===== src/rtl/ram_access_arbiter_if.sv =====
// Bundle of client-side and RAM-side signals around ram_access_arbiter.
//   wr0/wr1 : write request, address, data in; grant out
//   rd0/rd1 : read request, address in; grant, rvalid, rdata out
//   ram_*   : strobes, addresses and data to/from the dual-port RAM
// slave modport is the arbiter's view; master is the clients' and RAM's view.
interface ram_access_arbiter_if #(
    parameter int unsigned RAM_WIDTH = 64,
    parameter int unsigned ADDR_SIZE = 12
);
    logic                 wr0_req,    wr1_req;
    logic [ADDR_SIZE-1:0] wr0_addr,   wr1_addr;
    logic [RAM_WIDTH-1:0] wr0_data,   wr1_data;
    logic                 wr0_gnt,    wr1_gnt;
    logic                 rd0_req,    rd1_req;
    logic [ADDR_SIZE-1:0] rd0_addr,   rd1_addr;
    logic                 rd0_gnt,    rd1_gnt;
    logic                 rd0_rvalid, rd1_rvalid;
    logic [RAM_WIDTH-1:0] rd0_rdata,  rd1_rdata;
    logic                 ram_write;
    logic [ADDR_SIZE-1:0] ram_wr_address;
    logic [RAM_WIDTH-1:0] ram_data_in;
    logic                 ram_read;
    logic [ADDR_SIZE-1:0] ram_rd_address;
    logic [RAM_WIDTH-1:0] ram_data_out;

    modport slave (
        input  wr0_req, wr1_req, wr0_addr, wr1_addr, wr0_data, wr1_data,
        input  rd0_req, rd1_req, rd0_addr, rd1_addr, ram_data_out,
        output wr0_gnt, wr1_gnt, rd0_gnt, rd1_gnt,
        output rd0_rvalid, rd1_rvalid, rd0_rdata, rd1_rdata,
        output ram_write, ram_wr_address, ram_data_in, ram_read, ram_rd_address
    );

    modport master (
        output wr0_req, wr1_req, wr0_addr, wr1_addr, wr0_data, wr1_data,
        output rd0_req, rd1_req, rd0_addr, rd1_addr, ram_data_out,
        input  wr0_gnt, wr1_gnt, rd0_gnt, rd1_gnt,
        input  rd0_rvalid, rd1_rvalid, rd0_rdata, rd1_rdata,
        input  ram_write, ram_wr_address, ram_data_in, ram_read, ram_rd_address
    );
endinterface


===== src/rtl/ram_access_arbiter.sv =====
// Shares a dual-port RAM between two write clients and two read clients.
// Write and read ports each have an independent 1-bit round-robin pointer.
// Read data returns one cycle after grant, tagged to the granted client; a
// same-cycle write to the read address is forwarded so the reader sees new data.
//   clk   : rising-edge clock (RAM and arbiter)
//   rst_n : asynchronous active-low reset
//   bus   : client request/grant/response signals and RAM strobes (slave view)
module ram_access_arbiter #(
    parameter int unsigned RAM_WIDTH = 64,
    parameter int unsigned ADDR_SIZE = 12
) (
    input  logic                  clk,
    input  logic                  rst_n,
    ram_access_arbiter_if.slave   bus
);
    logic wptr_q, wptr_d;
    logic rptr_q, rptr_d;

    logic                 rsp_valid_q, rsp_valid_d;
    logic                 rsp_id_q,    rsp_id_d;
    logic                 byp_hit_q,   byp_hit_d;
    logic [RAM_WIDTH-1:0] byp_data_q,  byp_data_d;

    logic                 wr0_gnt, wr1_gnt, rd0_gnt, rd1_gnt;
    logic                 wr_any, rd_any;
    logic [ADDR_SIZE-1:0] wr_addr, rd_addr;
    logic [RAM_WIDTH-1:0] wr_data, rsp_data;

    // Arbitration and steering: purely combinational from req and pointers.
    always_comb begin
        wr0_gnt = bus.wr0_req & (~bus.wr1_req | ~wptr_q);
        wr1_gnt = bus.wr1_req & (~bus.wr0_req |  wptr_q);
        rd0_gnt = bus.rd0_req & (~bus.rd1_req | ~rptr_q);
        rd1_gnt = bus.rd1_req & (~bus.rd0_req |  rptr_q);
        wr_any  = wr0_gnt | wr1_gnt;
        rd_any  = rd0_gnt | rd1_gnt;

        wr_addr = '0;
        wr_data = '0;
        if (wr0_gnt) begin
            wr_addr = bus.wr0_addr;
            wr_data = bus.wr0_data;
        end else if (wr1_gnt) begin
            wr_addr = bus.wr1_addr;
            wr_data = bus.wr1_data;
        end

        rd_addr = '0;
        if (rd0_gnt) begin
            rd_addr = bus.rd0_addr;
        end else if (rd1_gnt) begin
            rd_addr = bus.rd1_addr;
        end
    end

    // Next state: pointer hands priority to the client that lost (or was idle).
    always_comb begin
        wptr_d = wptr_q;
        if (wr0_gnt) begin
            wptr_d = 1'b1;
        end else if (wr1_gnt) begin
            wptr_d = 1'b0;
        end

        rptr_d = rptr_q;
        if (rd0_gnt) begin
            rptr_d = 1'b1;
        end else if (rd1_gnt) begin
            rptr_d = 1'b0;
        end

        rsp_valid_d = rd_any;
        rsp_id_d    = rd1_gnt;
        // RAM returns the old word on a same-address collision, so keep the new one.
        byp_hit_d   = rd_any & wr_any & (rd_addr == wr_addr);
        byp_data_d  = byp_hit_d ? wr_data : byp_data_q;
    end

    always_ff @(posedge clk or negedge rst_n) begin
        if (!rst_n) begin
            wptr_q      <= 1'b0;
            rptr_q      <= 1'b0;
            rsp_valid_q <= 1'b0;
            rsp_id_q    <= 1'b0;
            byp_hit_q   <= 1'b0;
            byp_data_q  <= '0;
        end else begin
            wptr_q      <= wptr_d;
            rptr_q      <= rptr_d;
            rsp_valid_q <= rsp_valid_d;
            rsp_id_q    <= rsp_id_d;
            byp_hit_q   <= byp_hit_d;
            byp_data_q  <= byp_data_d;
        end
    end

    assign rsp_data = byp_hit_q ? byp_data_q : bus.ram_data_out;

    assign bus.wr0_gnt        = wr0_gnt;
    assign bus.wr1_gnt        = wr1_gnt;
    assign bus.rd0_gnt        = rd0_gnt;
    assign bus.rd1_gnt        = rd1_gnt;
    assign bus.ram_write      = wr_any;
    assign bus.ram_wr_address = wr_addr;
    assign bus.ram_data_in    = wr_data;
    assign bus.ram_read       = rd_any;
    assign bus.ram_rd_address = rd_addr;
    assign bus.rd0_rvalid     = rsp_valid_q & ~rsp_id_q;
    assign bus.rd1_rvalid     = rsp_valid_q &  rsp_id_q;
    assign bus.rd0_rdata      = (rsp_valid_q & ~rsp_id_q) ? rsp_data : '0;
    assign bus.rd1_rdata      = (rsp_valid_q &  rsp_id_q) ? rsp_data : '0;
endmodule


===== src/flat_wrapper.sv =====
// flat-port wrapper written by rule: the top's interface ports become plain ports
module ram_access_arbiter_flat 
#(
    parameter int unsigned RAM_WIDTH = 64,
    parameter int unsigned ADDR_SIZE = 12
)
  (clk, rst_n, bus_wr0_req, bus_wr1_req, bus_wr0_addr, bus_wr1_addr, bus_wr0_data, bus_wr1_data, bus_rd0_req, bus_rd1_req, bus_rd0_addr, bus_rd1_addr, bus_ram_data_out, bus_wr0_gnt, bus_wr1_gnt, bus_rd0_gnt, bus_rd1_gnt, bus_rd0_rvalid, bus_rd1_rvalid, bus_rd0_rdata, bus_rd1_rdata, bus_ram_write, bus_ram_wr_address, bus_ram_data_in, bus_ram_read, bus_ram_rd_address);
  ram_access_arbiter_if #(.RAM_WIDTH(RAM_WIDTH), .ADDR_SIZE(ADDR_SIZE)) bus_i ();
  input  logic clk;
  input  logic rst_n;
  input wire logic [$bits(bus_i.wr0_req)-1:0] bus_wr0_req;
  input wire logic [$bits(bus_i.wr1_req)-1:0] bus_wr1_req;
  input wire logic [$bits(bus_i.wr0_addr)-1:0] bus_wr0_addr;
  input wire logic [$bits(bus_i.wr1_addr)-1:0] bus_wr1_addr;
  input wire logic [$bits(bus_i.wr0_data)-1:0] bus_wr0_data;
  input wire logic [$bits(bus_i.wr1_data)-1:0] bus_wr1_data;
  input wire logic [$bits(bus_i.rd0_req)-1:0] bus_rd0_req;
  input wire logic [$bits(bus_i.rd1_req)-1:0] bus_rd1_req;
  input wire logic [$bits(bus_i.rd0_addr)-1:0] bus_rd0_addr;
  input wire logic [$bits(bus_i.rd1_addr)-1:0] bus_rd1_addr;
  input wire logic [$bits(bus_i.ram_data_out)-1:0] bus_ram_data_out;
  output wire logic [$bits(bus_i.wr0_gnt)-1:0] bus_wr0_gnt;
  output wire logic [$bits(bus_i.wr1_gnt)-1:0] bus_wr1_gnt;
  output wire logic [$bits(bus_i.rd0_gnt)-1:0] bus_rd0_gnt;
  output wire logic [$bits(bus_i.rd1_gnt)-1:0] bus_rd1_gnt;
  output wire logic [$bits(bus_i.rd0_rvalid)-1:0] bus_rd0_rvalid;
  output wire logic [$bits(bus_i.rd1_rvalid)-1:0] bus_rd1_rvalid;
  output wire logic [$bits(bus_i.rd0_rdata)-1:0] bus_rd0_rdata;
  output wire logic [$bits(bus_i.rd1_rdata)-1:0] bus_rd1_rdata;
  output wire logic [$bits(bus_i.ram_write)-1:0] bus_ram_write;
  output wire logic [$bits(bus_i.ram_wr_address)-1:0] bus_ram_wr_address;
  output wire logic [$bits(bus_i.ram_data_in)-1:0] bus_ram_data_in;
  output wire logic [$bits(bus_i.ram_read)-1:0] bus_ram_read;
  output wire logic [$bits(bus_i.ram_rd_address)-1:0] bus_ram_rd_address;
  assign bus_i.wr0_req = bus_wr0_req;
  assign bus_i.wr1_req = bus_wr1_req;
  assign bus_i.wr0_addr = bus_wr0_addr;
  assign bus_i.wr1_addr = bus_wr1_addr;
  assign bus_i.wr0_data = bus_wr0_data;
  assign bus_i.wr1_data = bus_wr1_data;
  assign bus_i.rd0_req = bus_rd0_req;
  assign bus_i.rd1_req = bus_rd1_req;
  assign bus_i.rd0_addr = bus_rd0_addr;
  assign bus_i.rd1_addr = bus_rd1_addr;
  assign bus_i.ram_data_out = bus_ram_data_out;
  assign bus_wr0_gnt = bus_i.wr0_gnt;
  assign bus_wr1_gnt = bus_i.wr1_gnt;
  assign bus_rd0_gnt = bus_i.rd0_gnt;
  assign bus_rd1_gnt = bus_i.rd1_gnt;
  assign bus_rd0_rvalid = bus_i.rd0_rvalid;
  assign bus_rd1_rvalid = bus_i.rd1_rvalid;
  assign bus_rd0_rdata = bus_i.rd0_rdata;
  assign bus_rd1_rdata = bus_i.rd1_rdata;
  assign bus_ram_write = bus_i.ram_write;
  assign bus_ram_wr_address = bus_i.ram_wr_address;
  assign bus_ram_data_in = bus_i.ram_data_in;
  assign bus_ram_read = bus_i.ram_read;
  assign bus_ram_rd_address = bus_i.ram_rd_address;
  ram_access_arbiter #(.RAM_WIDTH(RAM_WIDTH), .ADDR_SIZE(ADDR_SIZE)) u_core (.clk(clk), .rst_n(rst_n), .bus(bus_i));
endmodule

===== config.mk =====
export PLATFORM = sky130hd
export DESIGN_NAME = ram_access_arbiter_flat
export DESIGN_NICKNAME = d
export VERILOG_FILES = /design/src/rtl/ram_access_arbiter_if.sv /design/src/rtl/ram_access_arbiter.sv /design/src/flat_wrapper.sv
export SDC_FILE = /design/constraint.sdc
export NUM_CORES = 1
export LEC_CHECK = 0
export ABC_AREA = 1
export CAP_MARGIN = 0
export CORE_AREA = 2 2 181 183
export CTS_CLUSTER_SIZE = 8
export DETAILED_ROUTE_END_ITERATION = 8
export DIE_AREA = 0 0 183 185
export GPL_TIMING_DRIVEN = 0
export PLACE_DENSITY = 0.56
export SLEW_MARGIN = 15
export SYNTH_ARGS = -nofsm -noshare
export SYNTH_HDL_FRONTEND = slang
export SYNTH_SLANG_ARGS = --single-unit

===== constraint.sdc =====
create_clock -name clk -period 2.9 [get_ports clk]
set_input_delay 0.29 -clock clk [delete_from_list [all_inputs] [get_ports clk]]
set_output_delay 0.29 -clock clk [all_outputs]
set_load 0.01 [all_outputs]

==> results of run 1 <==
[path summary, 6_finish.rpt]
kind	depth (start not counted)	slack, ps	to	from
worst max register to register	12	650	u_core.byp_data_q[55]	u_core.wptr_q
min in group clk	2	470	u_core.byp_data_q[15]	u_core.byp_data_q[15]
worst max-delay path	8	60	bus_ram_data_in[18]	bus_wr1_req
max in group asynchronous	3	1860	u_core.byp_data_q[61]	rst_n
worst min-delay path	2	450	u_core.byp_data_q[31]	rst_n
worst min register to register	2	470	u_core.byp_data_q[15]	u_core.byp_data_q[15]
[where the power goes]
part	switching [mW]	internal (mW)	leakage (nW)
registers	0.0273	1.01	0.950
logic	0.861	0.988	3.95
clock network	0.465	0.979	0.186
total	1.35	2.97	5.09
[cell usage after synthesis]
master	n	area share, %
dfrtp_1	69	31
nand2_2	1	0.11
nand2_1	260	17
inv_2	1	0.067
clkbuf_1	17	1.1
nor2_1	135	9.0
mux2i_1	64	11
nand3_1	106	9.5
buf_1	5	0.33
buf_2	33	2.9
nand3b_1	20	2.7
a22o_1	64	10
inv_1	19	1.3
o21ai_0	5	0.45
buf_4	4	0.54
clkinv_1	1	0.067
clkbuf_2	1	0.089
buf_6	11	2.2
[per-stage QoR]
step / hold WS (ps) / power (mW) / util, %
6_report: 446 / 4.33 / 35.3
5_1_grt: 467 / 4.56 / 35.3
4_1_cts: 453 / 4.40 / 35.2
3_5_place_dp: 266 / 2.89 / 33.8
3_3_place_gp: 456 / 2.89 / 33.7
2_1_floorplan: -5.59 / 1.73 / -
[cell type report]
class	instances	area, µm²	area share (%)
Buffer	70	463	4.10
Multi-Input combinational cell	655	3400	30.1
Tap cell	408	510	4.52
Inverter	21	78.8	0.698
Timing Repair Buffer	472	4730	41.9
Sequential cell	69	1730	15.3
Clock inverter	5	129	1.14
Antenna cell	1	2.50	0.0221
Clock buffer	11	253	2.24
[registers in the layout, summed over array words and instances (netlist names)]
register,count
u_core.byp_hit_q,1
u_core.byp_data_q,64
u_core.rsp_valid_q,1
u_core.wptr_q,1
u_core.rsp_id_q,1
u_core.rptr_q,1
[per-layer routing]
layer  track usage (%)  vias up  share of wire, %
met1              21.2     3509                40
met2              34.6      305                51
met5                 0        -             0.039
li1                  -     3681                 -
met4              4.03        2               1.3
met3              5.37       21               7.9
[logic make-up (layout without fill, tap and decap cells)]
logic type	after synthesis	in the layout	share of synthesized area (%)
AOI/OAI and AO/OA	69	69	10.4
and+or+nand+nor	522	522	38.7
DFF	69	69	30.8
muxes	64	64	11.4
buffers and inverters	92	579	8.66
other	0	1	0
[timing repair]
item,4_1_cts,5_1_grt
buffers inserted,2,0
pin swaps,0,0
gates resized for setup,24,13
endpoints found under the hold margin,29,0
endpoints found under the setup margin,176,61
hold buffers,1,0
==> metrics.txt, run 1 <==
status=finished clean; via count=~7500; Yosys Warn Count=0; H-tree levels=3; Power Dens Cells=between 300 and 400 mW/mm²; initial antenna violation count=2; final wirelength=about 33 mm; post-layout minimum cycle time=2840 ps; most frequent cells in the layout=clkdlybuf4s50_1 (464), nand2_1 (259), nor2_1 (135); CP required=~2600 ps; Total GRT Usage=18.7%; Rows=66; Mapped Area=about 0.0056 mm²; crit path max fanout=10; Post-Place Cells=~1700; clock latency on the worst-skew pair=340 ps; Net count, final=1544; vias in the first global route=7579; period utilisation layout=98.0%; largest net degree at the start of global routing=41; WP buf/inv=6; flops & latches, synth=69; CP delay by family, top=buffers and inverters; fill count=3488; Hold Crit Class=input pin to async pin; Fin. Hold Viols=0; setup_tns=0 ps; GPL Wtd Cong=0.853; CTS sink cnt=69; Iteration-0 DRC Markers=282; CTS Buf Count=9; most used cell, CP=clkdlybuf4s50_1; Residual DRC=0; Layout area overhead=101%; final setup fails=0; height of the die=roughly 190 µm; TritonCTS clock tree=yes; Post-Synthesis Cells=around 820; Ports=470; final worst setup slack=approximately 57 ps; Layout Cells excl Fill=1712; clock root cell=clkbuf_16; Final Skew=8.06 ps; Setup CP Type=input pin to output port; die area=between 0.03 and 0.04 mm²; Max Buffers Root-to-Sink=2; core area=0.0320 mm²; Distinct cells, synth=18; slowest CP cell=clkdlybuf4s50_1; Post-Layout Inst Area=0.0113 mm²; DR pass1 iterations=5; largest stage delay on the critical path=580 ps; Port Buf Inserts=468; Initial Util=17.5%; commonest non-fill, non-tap cell in the layout=clkdlybuf4s50_1; cell leakage power=5.09 nW; first-pass GRT wire length=between 40 and 50 mm; wire per inst=19.3 µm; worst slew pin tran=about 580 ps; CP Launch Type=input pin; dpl ws=-367 ps; total gr overflow=0; Final Max Slew Viols=0; CP arrival=2550 ps; crit end category=output port; Die W=approximately 180 µm; sequential fraction of the synthesis area=between 30% and 40%; Antenna Nets Post-Route=0; Mapped Avg Cell Area=6.87 µm²; syn_nets=1062; relative slew slack=just over 60%; CP Cell Sequence=clkdlybuf4s50_1 > clkbuf_4 > inv_1 > o21ai_1 > buf_6 > buf_4 > a22o_1 > clkdlybuf4s50_1; Peak VDD IR=0.236 mV; maxcap violations=0; DP Area=approximately 0.011 mm²; layout cells sized above 1=6.29%; f_max=352 MHz; Avg Vias per Cell=4.39; Reg clk slew, reported paths=approximately 60 ps; Detail Placement HPWL=approximately 27 mm
Power figures use the tool's default switching activity.
==> run 2: changes to the inputs <==
--- a/config.mk
+++ b/config.mk
@@ -7,12 +7,12 @@
 export LEC_CHECK = 0
 export ABC_AREA = 1
 export CAP_MARGIN = 0
-export CORE_AREA = 2 2 181 183
+export CORE_AREA = 2 2 182 184
 export CTS_CLUSTER_SIZE = 8
 export DETAILED_ROUTE_END_ITERATION = 8
-export DIE_AREA = 0 0 183 185
+export DIE_AREA = 0 0 184 186
 export GPL_TIMING_DRIVEN = 0
-export PLACE_DENSITY = 0.56
+export PLACE_DENSITY = 0.58
 export SLEW_MARGIN = 15
 export SYNTH_ARGS = -nofsm -noshare
 export SYNTH_HDL_FRONTEND = slang
==> constraint.sdc (replaced) <==
create_clock -name clk -period 2.47 [get_ports clk]
set_input_delay 0.247 -clock clk [delete_from_list [all_inputs] [get_ports clk]]
set_output_delay 0.247 -clock clk [all_outputs]
set_load 0.01 [all_outputs]
==> run 2 against run 1 <==
  * Clock power is essentially flat
  * Die area grew 1.1%
  * Total power grew 11%
  * Critical path depth is the same
  * Cell count shrank 0.12%
  * Clock skew shrank 2.0 ps
  * Core utilization is essentially flat
  * Critical path type unchanged
  * Critical endpoint is now bus_ram_data_in[10]
  * Largest cell class unchanged
  * Highest routed layer unchanged
==> metrics.txt, run 2 (synthesized netlist as in run 1, its figures left out) <==
final setup fails=0 (unchanged); DR pass1 iterations=5 (unchanged); Port Buf Inserts=468 (unchanged); Post-Place Cells=1693 (unchanged); CP arrival=2170 ps (-380 ps); Power Dens Cells=424 mW/mm² (+11%); initial antenna violation count=2 (unchanged); Antenna Nets Post-Route=0 (unchanged); TritonCTS clock tree=yes; reg2reg path depth=12 (unchanged); final wirelength=32.7 mm (-1.2%); Iteration-0 DRC Markers=263 (-6.7%); hold path start=bus_rd1_req; worst r2r src=u_core.rptr_q; period utilisation layout=just under 100%; Residual DRC=0 (unchanged); f_max=413 MHz; final worst setup slack=50.5 ps (-6.54 ps); commonest non-fill, non-tap cell in the layout=clkdlybuf4s50_1; most frequent cells in the layout=clkdlybuf4s50_1 (401), nand2_1 (259), nor2_1 (134); Final Skew=6.05 ps (-2.02 ps); clock root cell=clkbuf_16; Rows=66 (unchanged); Setup CP Type=input pin to output port; RSZ-0062 raised after global routing=no; vias in the first global route=7438 (-1.9%); first-pass GRT wire length=46.4 mm (-1.4%); largest net degree at the start of global routing=41 (unchanged); Hold EP=u_core.rsp_valid_q; Antenna Cells=0 (-1); overall power=4.82 mW (+11%); Avg Vias per Cell=4.36 (-0.75%); Final Util=35.3% (about the same); status=finished clean; dpl ws=-770 ps (-403 ps); CP Launch Type=input pin; Fin. Hold Viols=0 (unchanged); Most flops, register=u_core.byp_data_q; total gr overflow=0 (unchanged); clock latency on the worst-skew pair=340 ps (about the same); layout cells sized above 1=7.83% (+1.5 points); die area=0.0342 mm² (+1.1%); H-tree levels=3 (unchanged); worst slew pin tran=573 ps (-3.06 ps); Max Buffers Root-to-Sink=2 (unchanged); crit path max fanout=10 (unchanged); Hold Crit Class=input pin to flop; CTS Buf Count=9 (unchanged); Layout Cells excl Fill=1710 (-0.12%); Reg clk slew, reported paths=60 ps (about the same); post-layout minimum cycle time=2420 ps; Initial Util=17.4% (-0.090 points); Peak VDD IR=0.302 mV (+28%); Final Max Slew Viols=0 (unchanged); maxcap violations=0 (unchanged); CTS sink cnt=69 (unchanged); relative slew slack=61.8% (+0.20 points); crit end category=output port; WHS Path Cells=2; Total GRT Usage=18.3% (-0.38 points); Hold WS=357 ps (-89.5 ps); Layout area overhead=103%; CP required=2220 ps (-390 ps); Net count, final=1544 (unchanged); via count=7453 (-0.86%); Ports=470 (unchanged); cell leakage power=5.29 nW (+3.9%); core area=0.0322 mm² (+0.52%); GPL Wtd Cong=0.879 (+3.1%); reg2reg setup slack=210 ps (-440 ps); wire per inst=19.1 µm (-1.0%); fill count=3413 (-2.2%); height of the die=186 µm (+0.54%); max reg flops=64 (unchanged); Die W=184 µm (+0.55%); reg2reg end=u_core.byp_data_q[60]; Detail Placement HPWL=26.9 mm (-1.0%)
[run 2: cell count changes in the layout (fill, tap and decap cells not counted), sizes merged, moves of 2 or more]
cell / change
clkinvlp: +2
bufinv: -2
clkdlybuf4s50: -63
clkdlybuf4s15: +3
dlygate4sd2: +59
[run 2: cell type report]
| cell class | instances | area [µm²] | area share [%] |
|---|---|---|---|
| buffer | 69 | 548 | 4.82 |
| clock buffer | 10 | 239 | 2.10 |
| inverter | 21 | 81.3 | 0.715 |
| timing repair buffer | 473 | 4670 | 41.1 |
| clock inverter | 5 | 83.8 | 0.737 |
| sequential | 69 | 1730 | 15.2 |
| multi-input combinational | 655 | 3500 | 30.8 |
| tap | 408 | 510 | 4.49 |
[run 2: power breakdown]
group          switching [mW]  leakage (nW)  total [mW]  internal (mW)
Clock                   0.539         0.151        1.45          0.911
Combinational            1.03          4.19        2.15           1.12
Sequential             0.0334         0.950        1.21           1.18
[run 2: worst max-delay path by stage]
stage	from	end	slack, ps	depth (start not counted)
floorplan	u_core.wptr_q	u_core.byp_data_q[0]	720	13
global placement	rst_n	u_core.wptr_q	-1430	1
detailed placement	bus_wr1_req	bus_ram_data_in[53]	-770	8
CTS	bus_wr1_req	bus_ram_data_in[3]	-160	8
global route	u_core.byp_hit_q	bus_rd1_rdata[27]	4	4
finish	bus_wr1_req	bus_ram_data_in[10]	50	8
[run 2: worst max-delay path, cell delays in order]
cell,delay (ps)
clkdlybuf4s50_1,530
buf_6,160
inv_1,90
o21ai_4,250
buf_12,200
buf_4,200
a22o_1,220
clkdlybuf4s15_1,280
[run 2: timing repair]
item | in CTS | in global routing
hold buffers | 1 | 0
pin swaps | 1 | 1
cloned | 1 | 0
setup buffers | 2 | 0
hold endpoints to repair | 29 | 0
setup endpoints to repair | 255 | 128
gates resized for setup | 135 | 26
[run 2: layer usage]
layer	routed length (µm)	global-route usage, %
met5	32	0
met2	16700	33.7
met3	2760	5.73
met1	12600	20.3
met4	607	4.83
[run 2: per-stage QoR]
stage | instance area (µm²) | TNS, ps
4_1_cts | 11300 | -164
3_5_place_dp | 10800 | -96480
2_1_floorplan | 5610 | 0
5_1_grt | 11400 | 0
3_3_place_gp | 10800 | -196700
6_report | 11400 | 0
